**config.mk**
```make
export PLATFORM = sky130hd
export DESIGN_NAME = branch_ctrl_flat
export DESIGN_NICKNAME = d
export VERILOG_FILES = /design/src/rtl/branch_ctrl_if.sv /design/src/rtl/branch_ctrl.sv /design/src/flat_wrapper.sv
export SDC_FILE = /design/constraint.sdc
export NUM_CORES = 1
export LEC_CHECK = 0
export CELL_PAD_IN_SITES_DETAIL_PLACEMENT = 0
export CELL_PAD_IN_SITES_GLOBAL_PLACEMENT = 1
export CORE_ASPECT_RATIO = 2
export CORE_MARGIN = 2
export CORE_UTILIZATION = 25
export DETAILED_ROUTE_END_ITERATION = 6
export PLACE_DENSITY = 0.71
export SYNTH_ARGS = -nofsm -noshare
export SYNTH_HDL_FRONTEND = slang
export SYNTH_SLANG_ARGS = --single-unit
```
**constraint.sdc**
```tcl
create_clock -name clk -period 2.1 [get_ports clk]
set_input_delay 0.63 -clock clk [delete_from_list [all_inputs] [get_ports clk]]
set_output_delay 0.63 -clock clk [all_outputs]
set_load 0.005 [all_outputs]
```
**src/rtl/branch_ctrl_if.sv**
```systemverilog
// Request/response bundle between the main controller FSM, the zero-flag
// register and branch_ctrl. The master side is the controller/flag register;
// the slave side is branch_ctrl.
interface branch_ctrl_if #(
  parameter int unsigned ADDR_W = 8
);
  localparam int unsigned CNT_W = 16;

  logic              pc_inc;
  logic              br_req;
  logic [1:0]        br_type;
  logic [ADDR_W-1:0] br_target;
  logic              z_in;
  logic              z_rd_en;
  logic [ADDR_W-1:0] pc;
  logic              br_busy;
  logic              br_done;
  logic              br_taken;
  logic [CNT_W-1:0]  br_cnt;

  modport master (
    output pc_inc, br_req, br_type, br_target, z_in,
    input  z_rd_en, pc, br_busy, br_done, br_taken, br_cnt
  );

  modport slave (
    input  pc_inc, br_req, br_type, br_target, z_in,
    output z_rd_en, pc, br_busy, br_done, br_taken, br_cnt
  );
endinterface

```
**src/rtl/branch_ctrl.sv**
```systemverilog
// Program counter and conditional-branch sequencer. Owns the zero-flag
// register output-enable, reads the flag and resolves JMP/JMPZ/JMPNZ.
// Optional feature macro: BR_TAKEN_CNT_EN builds a saturating 16-bit
// taken-branch counter on br_cnt; without it br_cnt is tied to zero.
module branch_ctrl #(
  parameter int unsigned          ADDR_W   = 8,
  parameter logic [ADDR_W-1:0]    RST_ADDR = '0
) (
  input  logic          clk,
  input  logic          RST,
  branch_ctrl_if.slave  bus
);

  localparam int unsigned CNT_W = 16;

  localparam logic [1:0] BR_JMP   = 2'b00;
  localparam logic [1:0] BR_JMPZ  = 2'b01;
  localparam logic [1:0] BR_JMPNZ = 2'b10;
  localparam logic [1:0] BR_RSV   = 2'b11;

  typedef enum logic [1:0] {
    IDLE = 2'd0,
    RDZ  = 2'd1,
    EVAL = 2'd2
  } state_t;

  state_t            state_q, state_d;
  logic [ADDR_W-1:0] pc_q, pc_d;
  logic [ADDR_W-1:0] tgt_q, tgt_d;
  logic              jnz_q, jnz_d;
  logic              z_rd_en_q, z_rd_en_d;
  logic              busy_q, busy_d;
  logic              done_q, done_d;
  logic              taken_q, taken_d;

  // State and output registers; reset aborts any branch in flight.
  always_ff @(posedge clk or negedge RST) begin
    if (!RST) begin
      state_q   <= IDLE;
      pc_q      <= RST_ADDR;
      tgt_q     <= '0;
      jnz_q     <= 1'b0;
      z_rd_en_q <= 1'b0;
      busy_q    <= 1'b0;
      done_q    <= 1'b0;
      taken_q   <= 1'b0;
    end else begin
      state_q   <= state_d;
      pc_q      <= pc_d;
      tgt_q     <= tgt_d;
      jnz_q     <= jnz_d;
      z_rd_en_q <= z_rd_en_d;
      busy_q    <= busy_d;
      done_q    <= done_d;
      taken_q   <= taken_d;
    end
  end

  // Next-state, PC update and branch resolution.
  always_comb begin
    state_d   = state_q;
    pc_d      = pc_q;
    tgt_d     = tgt_q;
    jnz_d     = jnz_q;
    z_rd_en_d = 1'b0;
    done_d    = 1'b0;
    taken_d   = 1'b0;
    case (state_q)
      IDLE: begin
        if (bus.br_req) begin
          case (bus.br_type)
            BR_JMP: begin
              pc_d    = bus.br_target;
              done_d  = 1'b1;
              taken_d = 1'b1;
            end
            BR_RSV: begin
              pc_d   = pc_q + ADDR_W'(1);
              done_d = 1'b1;
            end
            default: begin
              tgt_d     = bus.br_target;
              jnz_d     = (bus.br_type == BR_JMPNZ);
              z_rd_en_d = 1'b1;
              state_d   = RDZ;
            end
          endcase
        end else if (bus.pc_inc) begin
          pc_d = pc_q + ADDR_W'(1);
        end
      end
      RDZ: begin
        state_d = EVAL;
      end
      EVAL: begin
        // JMPZ takes on z=1, JMPNZ on z=0.
        taken_d = bus.z_in ^ jnz_q;
        pc_d    = taken_d ? tgt_q : pc_q + ADDR_W'(1);
        done_d  = 1'b1;
        state_d = IDLE;
      end
      default: begin
        state_d = IDLE;
      end
    endcase
    busy_d = (state_d != IDLE);
  end

`ifdef BR_TAKEN_CNT_EN
  logic [CNT_W-1:0] cnt_q;

  // Saturating count of taken branches, aligned with the br_done pulse.
  always_ff @(posedge clk or negedge RST) begin
    if (!RST) begin
      cnt_q <= '0;
    end else if (done_d && taken_d && (cnt_q != '1)) begin
      cnt_q <= cnt_q + CNT_W'(1);
    end
  end

  assign bus.br_cnt = cnt_q;
`else
  assign bus.br_cnt = CNT_W'(0);
`endif

  assign bus.pc       = pc_q;
  assign bus.z_rd_en  = z_rd_en_q;
  assign bus.br_busy  = busy_q;
  assign bus.br_done  = done_q;
  assign bus.br_taken = taken_q;

endmodule

```
**src/flat_wrapper.sv**
```systemverilog
// flat-port wrapper written by rule: the top's interface ports become plain ports
module branch_ctrl_flat 
#(
  parameter int unsigned          ADDR_W   = 8,
  parameter logic [ADDR_W-1:0]    RST_ADDR = '0
)
  (clk, RST, bus_pc_inc, bus_br_req, bus_br_type, bus_br_target, bus_z_in, bus_z_rd_en, bus_pc, bus_br_busy, bus_br_done, bus_br_taken, bus_br_cnt);
  branch_ctrl_if #(.ADDR_W(ADDR_W)) bus_i ();
  input  logic clk;
  input  logic RST;
  input wire logic [$bits(bus_i.pc_inc)-1:0] bus_pc_inc;
  input wire logic [$bits(bus_i.br_req)-1:0] bus_br_req;
  input wire logic [$bits(bus_i.br_type)-1:0] bus_br_type;
  input wire logic [$bits(bus_i.br_target)-1:0] bus_br_target;
  input wire logic [$bits(bus_i.z_in)-1:0] bus_z_in;
  output wire logic [$bits(bus_i.z_rd_en)-1:0] bus_z_rd_en;
  output wire logic [$bits(bus_i.pc)-1:0] bus_pc;
  output wire logic [$bits(bus_i.br_busy)-1:0] bus_br_busy;
  output wire logic [$bits(bus_i.br_done)-1:0] bus_br_done;
  output wire logic [$bits(bus_i.br_taken)-1:0] bus_br_taken;
  output wire logic [$bits(bus_i.br_cnt)-1:0] bus_br_cnt;
  assign bus_i.pc_inc = bus_pc_inc;
  assign bus_i.br_req = bus_br_req;
  assign bus_i.br_type = bus_br_type;
  assign bus_i.br_target = bus_br_target;
  assign bus_i.z_in = bus_z_in;
  assign bus_z_rd_en = bus_i.z_rd_en;
  assign bus_pc = bus_i.pc;
  assign bus_br_busy = bus_i.br_busy;
  assign bus_br_done = bus_i.br_done;
  assign bus_br_taken = bus_i.br_taken;
  assign bus_br_cnt = bus_i.br_cnt;
  branch_ctrl #(.ADDR_W(ADDR_W), .RST_ADDR(RST_ADDR)) u_core (.clk(clk), .RST(RST), .bus(bus_i));
endmodule
```
==> reports/qor.tcl <==
set qor(timing.reg2reg.worst_path_depth) 4
set qor(tritoncts.num_buffers) 3
set qor(worst_setup_path_end_kind) {flop}
set qor(placement_rows) 39
set qor(critical_path_class) {in2reg}
set qor(detailedRoute.firstPassIterationCount) 4
set qor(hold_viol) 0
set qor(layout-drive-gt1-share_pct) 20.8
set qor(synth.most_common_cell) {sky130_fd_sc_hd__dfrtp_1}
set qor(cts_num_sinks) 23
set qor(critPathLaunchType) {input pin}
set qor(ys_seq_elements) 23
set qor(synth_largest_type_area_fraction_pct) 40.0
set qor(cts_tree) {built}
set qor(setup-violations-final) 0
set qor(path_class_of_the_lowest_slack_min_delay_path) {reg2reg}
set qor(grtUsageMet1_pct) 13.9
set qor(initial_antenna_violation_count) 0
set qor(vdd_drop_max_uv) 428
set qor(groute.layer.met2.usage_pct) 18.1
set qor(post_synth_edffs) 0
set qor(detail_route.iter0.violations) 33
set qor(regToRegStartpoint) {u_core.state_q[0]$_DFF_PN0_}
set qor(r2r-end) {u_core.bus.pc[0]$_DFFE_PN0P_}
set qor(gp_routability_congestion) 0.807
set qor(detail_route.vias_per_cell) 4.70
set qor(die-area_um2) 6420
set qor(crit_path_max_fanout) 9
set qor(grt_max_degree) 24
set qor(synth-main-ff-cell) {sky130_fd_sc_hd__dfrtp_1}
set qor(cells_after_dpl) 239
set qor(hold_start) {u_core.tgt_q[7]$_DFFE_PN0P_}
set qor(ys_async_sr_fraction_pct) 100
set qor(yosys.cell_types.count) 41
set qor(leakage_power_total_nw) 0.862
set qor(wl_per_cell_um) 13.2
set qor(postRouteAntennaNets) 0
set qor(wl_um) 3210
set qor(synthDominantAreaCellType) {sky130_fd_sc_hd__dfrtp_1}
set qor(clk_transition_reported_paths_ps) 60
set qor(hold_slack_ps) 507
set qor(hold_path_depth) 1
set qor(global_route_wire_length_before_repair_um) 5580
set qor(min_period_over_period_pct) 96.0
set qor(share_of_synthesized_area_occupied_by_flip_flops_and_latches_pct) 40.0
set qor(grt_setup_unrepaired) {no}
set qor(worstSkewPairLatency_ps) 250
set qor(gr-total-overflow) 0
set qor(drv_cap) 0
set qor(fin_area_um2) 1890
set qor(dpl_cell_area_um2) 1780
set qor(holdBufCountCts) 0
set qor(pin_count) 43
set qor(worst_clock_skew_ps) 2.67
set qor(clockBufferDepth) 2
set qor(antenna_cells_inserted) 0
set qor(hold_path_end) {u_core.tgt_q[7]$_DFFE_PN0P_}
set qor(final.min_clock_period_ps) 2020
set qor(place.detailed.hpwl_um) 2510
set qor(grt_pass1_vias) 1191
set qor(die_w_um) 57.6
set qor(synthCells) 143
set qor(total_number_of_h_tree_levels) 1
set qor(clk_root_buffer_cell) {sky130_fd_sc_hd__clkbuf_16}
set qor(port_buffers) 26
set qor(grt_most_used_layer) {met2}
set qor(flow.area_growth_from_synthesis_pct) 31.1
set qor(net_total_in_the_final_layout) 203
set qor(grt_usage_pct) 10.8
set qor(post_synth_main_area_contributors) {sky130_fd_sc_hd__dfrtp_1 40%, sky130_fd_sc_hd__buf_4 8.9%, sky130_fd_sc_hd__mux2_2 7.8%}
set qor(critPathLaunch) {bus_br_req}
set qor(setup_total_negative_slack_ps) 0
set qor(r2r_slack_ps) 410
set qor(power.density_cell_area_nw_per_um2) 932
set qor(gr-usage-met3_pct) 1.52
set qor(routed-via-count) 1147
set qor(synth.yosys.warnings) 0
set qor(max_freq_mhz) 496
set qor(post-layout-total-power_w) 0.00176
set qor(y_dimension_of_the_die_um) 111
set qor(worst_ep_arrival_time_ps) 2150
set qor(timing.final.max_slew_violations) 0
set qor(worst-endpoint-required_ps) 2240
set qor(synth.cell_area_um2) 1440
set qor(instances_no_fill) 244
set qor(start_util_pct) 25.6
set qor(status) {completed}
set qor(coreArea_um2) 5610
set qor(synthTopCellsByCount) {23 x sky130_fd_sc_hd__dfrtp_1, 17 x sky130_fd_sc_hd__buf_4, 10 x sky130_fd_sc_hd__mux2_2}
set qor(post_synthesis_area_per_instance_um2) 10.1
set qor(drcViolationCount) 0
==> sequential cells by signal, summed over array words and instances, names as in the netlist <==
name	cells
u_core.bus.br_done	1
u_core.bus.br_busy	1
u_core.tgt_q	8
u_core.jnz_q	1
u_core.bus.br_taken	1
u_core.bus.z_rd_en	1
u_core.state_q	2
u_core.bus.pc	8
==> logic make-up after synthesis <==
family | share of synthesized area (%)
mux | 10.4
compound gates | 15.2
fa+ha+maj | 3.48
xor+xnor | 1.22
other cells | 0.261
flops | 40.0
simple gates | 16.0
buf+inv | 13.4
==> worst max-delay path by stage <==
stage / to / cells past startpoint
2_1_floorplan: u_core.bus.pc[3]$_DFFE_PN0P_ / 6
3_3_place_gp: u_core.tgt_q[6]$_DFFE_PN0P_ / 5
3_5_place_dp: u_core.tgt_q[6]$_DFFE_PN0P_ / 5
4_1_cts: u_core.bus.pc[0]$_DFFE_PN0P_ / 7
5_1_grt: u_core.bus.pc[1]$_DFFE_PN0P_ / 5
6_report: u_core.bus.pc[0]$_DFFE_PN0P_ / 5
==> per-stage QoR <==
step | utilization [%] | setup slack [ps]
finish | 33.6 | 84.4
global route | 33.6 | 21.1
CTS | 33.4 | 1.06
detailed placement | 31.8 | -410
global placement | 31.8 | -355
floorplan | - | 331
==> worst max-delay path: stages <==
cell and delay (ps):
sky130_fd_sc_hd__clkdlybuf4s50_1 600, sky130_fd_sc_hd__nor2b_4 190, sky130_fd_sc_hd__a211o_1 190, sky130_fd_sc_hd__buf_4 190, sky130_fd_sc_hd__mux2_2 350
==> power by group <==
part	switching (W)	total (W)	internal, W	leakage [nW]
registers	0.000147	0.000725	0.000577	0.284
clock network	0.000146	0.000405	0.000259	0.0382
logic	0.000254	0.000629	0.000375	0.540
total	0.000548	0.00176	0.00121	0.862
==> timing repair <==
item                                   in CTS  in global routing
endpoints found under the hold margin       0                  0
setup endpoints to repair                  10                 16
buffers inserted                            1                  0
resized for setup                           2                  3
pin swaps                                   2                  2
==> per-layer routing <==
metal | vias up | wire length (um)
li1 | 564 | -
met1 | 558 | 1410
met2 | 23 | 1660
met3 | 2 | 127
met4 | 0 | 14
met5 | - | 0
==> cells in the final DEF, fill, tap and decap left out, drive strengths merged, types with 2 or more instances in the layout <==
cell	instances
a21oi	4
a221oi	4
a22oi	2
and3	6
buf	17
clkbuf	4
clkdlybuf4s50	24
conb	16
dfrtp	23
dlymetal6s2s	2
ha	4
inv	6
mux2	10
mux2i	3
nand2	4
nand2b	2
nand3	6
nor2	9
nor2b	5
nor3	7
o211ai	3
o21ai	3
o22ai	3
==> layout make-up <==
type / instances / area [um2]
Timing Repair Buffer: 43 / 393
Inverter: 6 / 22.5
Multi-Input combinational cell: 107 / 741
Tap cell: 61 / 76.3
Sequential cell: 23 / 576
Clock buffer: 4 / 78.8
Fill cell: 581 / 3720
Note: power is estimated with default switching activity, not from simulation.
